--- src/rtl/core_pkg.sv ---
// Shared definitions for the 16-bit core: sequencer states, opcode fields, ALU/WB encodings.
// Pure declarations; no timing or flow-control behaviour of its own.
package core_pkg;

  typedef enum logic [2:0] {
    ST_IDLE   = 3'd0,
    ST_FETCH  = 3'd1,
    ST_DECODE = 3'd2,
    ST_EXEC   = 3'd3,
    ST_MEM    = 3'd4,
    ST_WB     = 3'd5,
    ST_HALT   = 3'd6
  } state_t;

  // Opcode class, IR[15:14]
  localparam logic [1:0] OP_LD = 2'b00;
  localparam logic [1:0] OP_ST = 2'b01;
  localparam logic [1:0] OP_2  = 2'b10;
  localparam logic [1:0] OP_3  = 2'b11;

  // op2 sub-operation, IR[13:11]
  localparam logic [2:0] OP2_LI  = 3'b000;
  localparam logic [2:0] OP2_BR  = 3'b100;
  localparam logic [2:0] OP2_BCC = 3'b111;

  // Branch condition codes, IR[10:8]
  localparam logic [2:0] CC_BE  = 3'b000;
  localparam logic [2:0] CC_BLT = 3'b001;
  localparam logic [2:0] CC_BLE = 3'b010;
  localparam logic [2:0] CC_BNE = 3'b011;

  // ALU function codes, IR[7:4]
  localparam logic [3:0] ALU_ADD    = 4'b0000;
  localparam logic [3:0] FN_LAST_WR = 4'b1011;
  localparam logic [3:0] FN_HLT     = 4'b1111;

  // Write-back mux select
  localparam logic [1:0] WB_ALU = 2'b00;
  localparam logic [1:0] WB_MEM = 2'b01;
  localparam logic [1:0] WB_IMM = 2'b10;

  // Flag register bit positions, {S,Z,C,V}
  localparam int FLG_S = 3;
  localparam int FLG_Z = 2;
  localparam int FLG_C = 1;
  localparam int FLG_V = 0;

  typedef enum logic [3:0] {
    IC_ALU,
    IC_ALU_NOP,
    IC_HLT,
    IC_LD,
    IC_ST,
    IC_LI,
    IC_BR,
    IC_BCC,
    IC_NOP
  } iclass_t;

  function automatic iclass_t decode_class(input logic [15:0] ir);
    iclass_t cls;
    cls = IC_NOP;
    unique case (ir[15:14])
      OP_LD: cls = IC_LD;
      OP_ST: cls = IC_ST;
      OP_3: begin
        if (ir[7:4] == FN_HLT)          cls = IC_HLT;
        else if (ir[7:4] > FN_LAST_WR)  cls = IC_ALU_NOP;
        else                            cls = IC_ALU;
      end
      default: begin
        unique case (ir[13:11])
          OP2_LI:  cls = IC_LI;
          OP2_BR:  cls = IC_BR;
          OP2_BCC: cls = IC_BCC;
          default: cls = IC_NOP;
        endcase
      end
    endcase
    return cls;
  endfunction

endpackage

--- src/rtl/branch_cond.sv ---
// Branch condition evaluator: cond[2:0] against flags {S,Z,C,V}.
// Purely combinational, zero latency, no flow control.
module branch_cond
  import core_pkg::*;
(
  input  logic [2:0] cond,
  input  logic [3:0] flags,
  output logic       taken
);

  logic flag_s;
  logic flag_z;
  logic flag_v;
  logic lt;
  logic unused_carry;

  assign flag_s       = flags[FLG_S];
  assign flag_z       = flags[FLG_Z];
  assign flag_v       = flags[FLG_V];
  assign unused_carry = flags[FLG_C];
  assign lt           = flag_s ^ flag_v;

  always_comb begin
    taken = 1'b0;
    unique case (cond)
      CC_BE:   taken = flag_z;
      CC_BLT:  taken = lt;
      CC_BLE:  taken = flag_z | lt;
      CC_BNE:  taken = ~flag_z;
      default: taken = 1'b0;
    endcase
  end

endmodule

--- src/rtl/exec_sequencer.sv ---
// Multi-cycle FETCH/DECODE/EXEC/MEM/WB sequencer: owns IR, flags and state; 2-5 cycles per instruction.
// Waits in FETCH/MEM while MEM_READY is low, holding requests stable; RESET overrides everything.
module exec_sequencer
  import core_pkg::*;
(
  input  logic        CLOCK,
  input  logic        RESET,
  input  logic [15:0] INSTR,
  input  logic        MEM_READY,
  input  logic [3:0]  FLAGS_IN,
  output logic        PC_WE,
  output logic        PC_SEL,
  output logic        MEM_RE,
  output logic        MEM_WE,
  output logic        RF_WE,
  output logic [1:0]  WB_SEL,
  output logic [3:0]  S_ALU,
  output logic        HALTED
);

  state_t      state;
  state_t      state_nxt;
  logic [15:0] ir;
  logic [3:0]  flags;
  iclass_t     icls;
  logic        cond_taken;
  logic        br_taken;
  logic        unused_ir;

  assign icls      = decode_class(ir);
  assign br_taken  = (icls == IC_BR) | ((icls == IC_BCC) & cond_taken);
  assign unused_ir = ^ir[3:0];

  branch_cond u_branch_cond (
    .cond  (ir[10:8]),
    .flags (flags),
    .taken (cond_taken)
  );

  always_ff @(posedge CLOCK) begin
    if (RESET) begin
      state <= ST_IDLE;
      ir    <= '0;
      flags <= '0;
    end else begin
      state <= state_nxt;
      if (state == ST_FETCH && MEM_READY) begin
        ir <= INSTR;
      end
      if (state == ST_EXEC && icls == IC_ALU) begin
        flags <= FLAGS_IN;
      end
    end
  end

  always_comb begin
    state_nxt = state;
    PC_WE     = 1'b0;
    PC_SEL    = 1'b0;
    MEM_RE    = 1'b0;
    MEM_WE    = 1'b0;
    RF_WE     = 1'b0;
    WB_SEL    = WB_ALU;
    S_ALU     = ALU_ADD;
    HALTED    = 1'b0;

    unique case (state)
      ST_IDLE: state_nxt = ST_FETCH;

      ST_FETCH: begin
        MEM_RE = 1'b1;
        // PC advances only on the completing edge, so a stalled fetch still increments it once
        PC_WE  = MEM_READY;
        if (MEM_READY) begin
          state_nxt = ST_DECODE;
        end
      end

      ST_DECODE: begin
        unique case (icls)
          IC_NOP:  state_nxt = ST_FETCH;
          IC_HLT:  state_nxt = ST_HALT;
          default: state_nxt = ST_EXEC;
        endcase
      end

      ST_EXEC: begin
        state_nxt = ST_FETCH;
        unique case (icls)
          IC_ALU: begin
            S_ALU     = ir[7:4];
            state_nxt = ST_WB;
          end
          IC_ALU_NOP: S_ALU = ir[7:4];
          IC_LI: begin
            RF_WE  = 1'b1;
            WB_SEL = WB_IMM;
          end
          IC_BR, IC_BCC: begin
            PC_WE  = br_taken;
            PC_SEL = br_taken;
          end
          IC_LD, IC_ST: begin
            S_ALU     = ALU_ADD;
            state_nxt = ST_MEM;
          end
          default: state_nxt = ST_FETCH;
        endcase
      end

      ST_MEM: begin
        if (icls == IC_LD) begin
          MEM_RE = 1'b1;
        end else begin
          MEM_WE = 1'b1;
        end
        if (MEM_READY) begin
          state_nxt = (icls == IC_LD) ? ST_WB : ST_FETCH;
        end
      end

      ST_WB: begin
        RF_WE     = 1'b1;
        WB_SEL    = (icls == IC_LD) ? WB_MEM : WB_ALU;
        state_nxt = ST_FETCH;
      end

      ST_HALT: HALTED = 1'b1;

      default: state_nxt = ST_IDLE;
    endcase
  end

endmodule
--- config.mk ---
export PLATFORM = sky130hd
export DESIGN_NAME = exec_sequencer
export DESIGN_NICKNAME = d
export VERILOG_FILES = /design/src/rtl/core_pkg.sv /design/src/rtl/branch_cond.sv /design/src/rtl/exec_sequencer.sv
export SDC_FILE = /design/constraint.sdc
export NUM_CORES = 1
export LEC_CHECK = 0
export ABC_AREA = 1
export CAP_MARGIN = 20
export CELL_PAD_IN_SITES_DETAIL_PLACEMENT = 1
export CELL_PAD_IN_SITES_GLOBAL_PLACEMENT = 1
export CORE_UTILIZATION = 32
export DETAILED_ROUTE_END_ITERATION = 7
export GPL_TIMING_DRIVEN = 0
export PLACE_DENSITY = 0.89
export SYNTH_ARGS = -nofsm -noshare
export SYNTH_HDL_FRONTEND = slang
export SYNTH_SLANG_ARGS = --single-unit
--- constraint.sdc ---
create_clock -name CLOCK -period 2 [get_ports CLOCK]
set_input_delay 0.4 -clock CLOCK [delete_from_list [all_inputs] [get_ports CLOCK]]
set_output_delay 0.4 -clock CLOCK [all_outputs]
set_load 0.005 [all_outputs]
After elaboration in Yosys (flattened, before gate mapping) --
Index checks and enable logic that the tools add are counted.
Word-level totals: register bits 23, input bits 23, word-level logic and storage cells 72, output and inout port bits 12
Cells by class: reductions and logical operators 12, muxes and demuxes 26, order comparisons 1, equality and inequality tests 24, bitwise gates (word level) 6
Operators by type and width (number):
- $pmux W4 S3 | 2
- $pmux W3 S6 | 1
- $eq A4 B3 Y1 const B | 4
- $eq A3 B3 Y1 const B | 5
- $eq A3 B2 Y1 const B | 4
- $pmux W3 S2 | 2
- $logic_not A3 Y1 | 3
- $mux W1 | 9
- $mux W3 | 3
- $eq A4 B2 Y1 const B | 2
- $eq A4 B4 Y1 const B | 2
- $mux W4 | 2
- $reduce_or A2 Y1 | 4
- $eq A3 B1 Y1 const B | 2
- $pmux W1 S2 | 3
- $eq A4 B1 Y1 const B | 1
- $gt A4 B4 Y1 const B | 1
- $logic_not A4 Y1 | 1
- $mux W2 | 2
- $ne A2 B2 Y1 const B | 2
- $pmux W1 S4 | 1
- $pmux W2 S2 | 1
- $reduce_and A3 Y1 | 1
- $eq A2 B1 Y1 const B | 1
- other kinds (7) | 10

Longest topological paths before layout --
depth after elaboration 9, mapped depth 10, mapped depth without buffers 9

Hierarchy --
A second synthesis with hierarchy kept.
Second synthesis, totals: cells, all modules 172, area total of the unflattened synthesis 1126.1 µm²
Modules (own cells, without submodules):
- exec_sequencer | sequential area each 380.4 µm², instances 1, area each 1064.8 µm², cells each 157
- branch_cond | sequential area each 0.0 µm², instances 1, area each 61.3 µm², cells each 15

Worst setup path after synthesis --
Ideal clock, no wire load.
path kind reg-to-output, from register ir[15], to output PC_WE, path buffers 0, stages on the path, launching flop included 9, data required time 1600 ps, slack 473 ps, arrival 1127 ps, cell sequence dfxtp_1 inv_1 nor2_1 nand2_1 nand2_1 inv_1 nand2_1 nand2_1 o21ai_0
On the way: longest elaborated chain between the ends 7, elaborated cells between the ends (all ways) 11, those cells by class 4 x eq/ne; 3 x mux; 2 x bitwise; 2 x reduce/logical
RTL lines:
- start, declared | line exec_sequencer.sv:23 | logic [15:0] ir;
- start signal, assigned | line exec_sequencer.sv:43 | ir <= '0;
- start signal, assigned | line exec_sequencer.sv:48 | ir <= INSTR;
- $eq A2 B2 Y1, or another cell as far along | line core_pkg.sv:63 | unique case (ir[15:14])
- $pmux W4 S3 (*) | line core_pkg.sv:63
- $eq A4 B3 Y1 | line exec_sequencer.sv:31, exec_sequencer.sv:89
- $and A1 B1 Y1 | line exec_sequencer.sv:31 | assign br_taken = (icls == IC_BR) | ((icls == IC_BCC) & cond_taken);
- $or A1 B1 Y1 | line exec_sequencer.sv:31
- $mux W1 (*) | line exec_sequencer.sv:89 | unique case (icls)
- $pmux W1 S2 (*) | line exec_sequencer.sv:67 | unique case (state)
- end, declared | line exec_sequencer.sv:11 | output logic PC_WE,
Mark *: on every way between the ends. The rest lies on a longest branch, timed or not.

Final worst setup path --
from register ir[12], to output PC_WE
On the way: longest elaborated chain between the ends 8, elaborated cells between the ends (all ways) 12, those cells by class 4 x eq/ne; 4 x mux; 2 x bitwise; 2 x reduce/logical
RTL lines:
- $eq A3 B3 Y1 / $logic_not A3 Y1 (equally long branches) | line core_pkg.sv:72 | unique case (ir[13:11])
- $pmux W4 S3 (*) | line core_pkg.sv:72
- $pmux W4 S3 (*) | line core_pkg.sv:63
- $eq A4 B3 Y1 | line exec_sequencer.sv:31, exec_sequencer.sv:89
- $and A1 B1 Y1 | line exec_sequencer.sv:31
- $or A1 B1 Y1 | line exec_sequencer.sv:31
- $mux W1 (*) | line exec_sequencer.sv:89
- $pmux W1 S2 (*) | line exec_sequencer.sv:67
Marks and branches as above.

==> impl_metrics.tcl <==
set metrics [dict create \
    synth_seq_cells 18 \
    cpMaxStageDelayCell "dfxtp_4" \
    ys.flop_type "dfxtp_1" \
    finalSetupViolations 3 \
    dr.pass1.iters 4 \
    ant_nets 0 \
    n_fill_cell 425 \
    cpLargestDelayFamily "flip-flops" \
    cts_num_sinks 18 \
    powerDensity_mw_per_mm2 941 \
    layout-drive-gt1-share_pct 44.1 \
    first_iter_violations 43 \
    netlist_area_mm2 0.00106 \
    synth_edf_count 0 \
    antenna_found_initial 0 \
    row_count 20 \
    grt_pass1_vias 1377 \
    cpPeakStageDelay_ns 0.40 \
    cp_max_fo 4 \
    arrival_ns 1.65 \
    synth_top_cells_by_area "dfxtp_1, nand2_1, nor2_1" \
    violations "setup timing" \
    ir_worst_vdd_v 0.000391 \
    holdWs_ns 0.487 \
    async_flop_share_pct 0 \
    viasPerCell 5.13 \
    synth_area_leader_cell "dfxtp_1" \
    fmax_mhz 488 \
    pin_count 35 \
    num_vias 1353 \
    wire_per_inst_um 17.6 \
    dpl-instance-area_mm2 0.00140 \
    leakage_nw 0.723 \
    yosysMostFrequentCell "nand2_1" \
    numCtsBuffers 3 \
    hold_viol 0 \
    fin_nets 244 \
    cp.buffers_inverters 2 \
    synth_top_cell_area_share_pct 33.8 \
    crit_chain "o21ai_4 -> inv_2 -> nor2_4 -> o21ai_2 -> nor2_2 -> nand2_2 -> o21ai_2 -> buf_2" \
    fin_tns_setup_ns -0.0996 \
    dp_hpwl_mm 2.36 \
    drt_wl_total_mm 4.64 \
    maxSlewViolCount 0 \
    skew_ns 0.0134 \
    io_buffer_count 28 \
    ys_types 21 \
    cpMostUsedCell "o21ai_2" \
    status "complete, but fails checks" \
    dieWidth_um 59.7 \
    initial_core_util_pct 34.3 \
    die-area_mm2 0.00356 \
    post-route-period-util_pct 103 \
    htreeDepth 1 \
    rsz0062_at_grt "true" \
    synth_cells 169 \
    cts_max_path_buffers 2 \
    clk_latency_ns 0.31 \
    design_area_mm2 0.00172 \
    endpoint_kind "output pin" \
    cp.required_ns 1.60 \
    root_buffer "clkbuf_4" \
    startpoint_type "flip-flop" \
    antenna_cells 0 \
    min_period_ns 2.05 \
    dieHeight_um 59.7 \
    hp-class "flip-flop to flip-flop" \
    netlist_top_cells_count "nand2_1, nor2_1, inv_1" \
    finalWeightedCongestion 0.815 \
    relSlewSlack_pct 64.0 \
    clk_pin_slew_worst_paths_ns 0.12 \
    worst_pin_slew_ns 0.539 \
    cts_tree "built" \
    grt_util_all_layers_pct 26.3 \
    synth_nets 192 \
    cap_violations 0 \
    core_area_mm2 0.00310 \
    worstSetupPathType "flip-flop to output pin" \
    synth_seq_area_share_pct 33.8 \
    grt_pass1_wl_mm 6.67 \
    holdBufCountCts 0 \
    avgSynthCellArea_um2 6.30 \
    area_delta_synth_final_pct 61.7 \
    grt_max_degree 11 \
    gr-total-overflow 0 \
    ys_warn_count 0 \
    dp_slack_ns -0.466 \
    worst_slack_ns -0.0508 \
    remaining_drc_errors 0 \
]
-- per-stage QoR --
stage                     util [%]  std cells  power [mW]
after floorplan                  -        169       0.854
after global placement        45.1        241        1.00
after detailed placement      45.1        241        1.04
after CTS                     52.6        261        1.47
after global routing          55.5        264        1.69
final                         55.5        264        1.62
-- what timing repair did --
action,4_1_cts,5_1_grt
pin swaps,12,15
resized for setup,68,41
buffers inserted,16,6
setup endpoints to repair,11,10
-- state kept, by name, summed over array words and instances (netlist names) --
signal / count
state: 3
ir: 12
flags: 3
-- cell type report --
cell class              count  area, um^2  area share, %
inverters                  23        96.3           5.60
repair buffers             47         392           22.7
clock buffers               4        36.3           2.11
flip-flops and latches     18         388           22.5
well taps                  44        55.1           3.20
plain buffers               3        18.8           1.09
multi-input cells         125         736           42.7
-- power breakdown --
part	internal [mW]	switching, mW
sequential	0.430	0.0870
combinational	0.358	0.505
clock	0.111	0.128
total	0.900	0.720
-- worst reg2reg max path, delay by kind of cell, from the launching register on --
| family | cells | cell delay, ns |
|---|---|---|
| buf+inv | 3 | 0.41 |
| flops | 1 | 0.43 |
| compound gates | 2 | 0.40 |
| simple gates | 4 | 0.37 |
-- path summary, 6_finish.rpt --
| path | startpoint | end | slack, ns | depth (start not counted) |
|---|---|---|---|---|
| setup reg to reg | ir[15]$_SDFFE_PP0P_ | flags[2]$_SDFFE_PP0P_ | 0.30 | 9 |
| hold reg to reg | ir[6]$_SDFFE_PP0P_ | ir[6]$_SDFFE_PP0P_ | 0.49 | 2 |
| setup / recovery | ir[12]$_SDFFE_PP0P_ | PC_WE | -0.05 | 8 |
| hold / removal | ir[6]$_SDFFE_PP0P_ | ir[6]$_SDFFE_PP0P_ | 0.49 | 2 |
-- metal layers --
| layer | track usage, % | wire (um) | vias to the layer above |
|---|---|---|---|
| met5 | 0 | 0 | - |
| met1 | 30.1 | 1830 | 645 |
| met2 | 44.6 | 2370 | 49 |
| met3 | 3.25 | 164 | 21 |
| li1 | - | - | 638 |
| met4 | 19.6 | 265 | 0 |
-- layout by cell type (no fill, tap or decap), drive strengths merged --
cell	count
nand2	52
nor2	34
buf	26
inv	23
clkdlybuf4s50	18
dfxtp	18
a21oi	15
o21ai	11
clkbuf	8
nand3	4
a211oi	3
nand4	3
nor3	2
o211ai	1
dlygate4sd2	1
dlymetal6s2s	1
-- kinds of logic (layout without fill, tap and decap cells) --
| family | count (synthesis) | in the layout | synth area share [%] |
|---|---|---|---|
| AOI/OAI and AO/OA | 30 | 30 | 16.8 |
| and+or+nand+nor | 95 | 95 | 39.2 |
| buffers and inverters | 26 | 77 | 10.1 |
| DFF | 18 | 18 | 33.8 |
No activity file was read; power rests on OpenSTA's default activity.
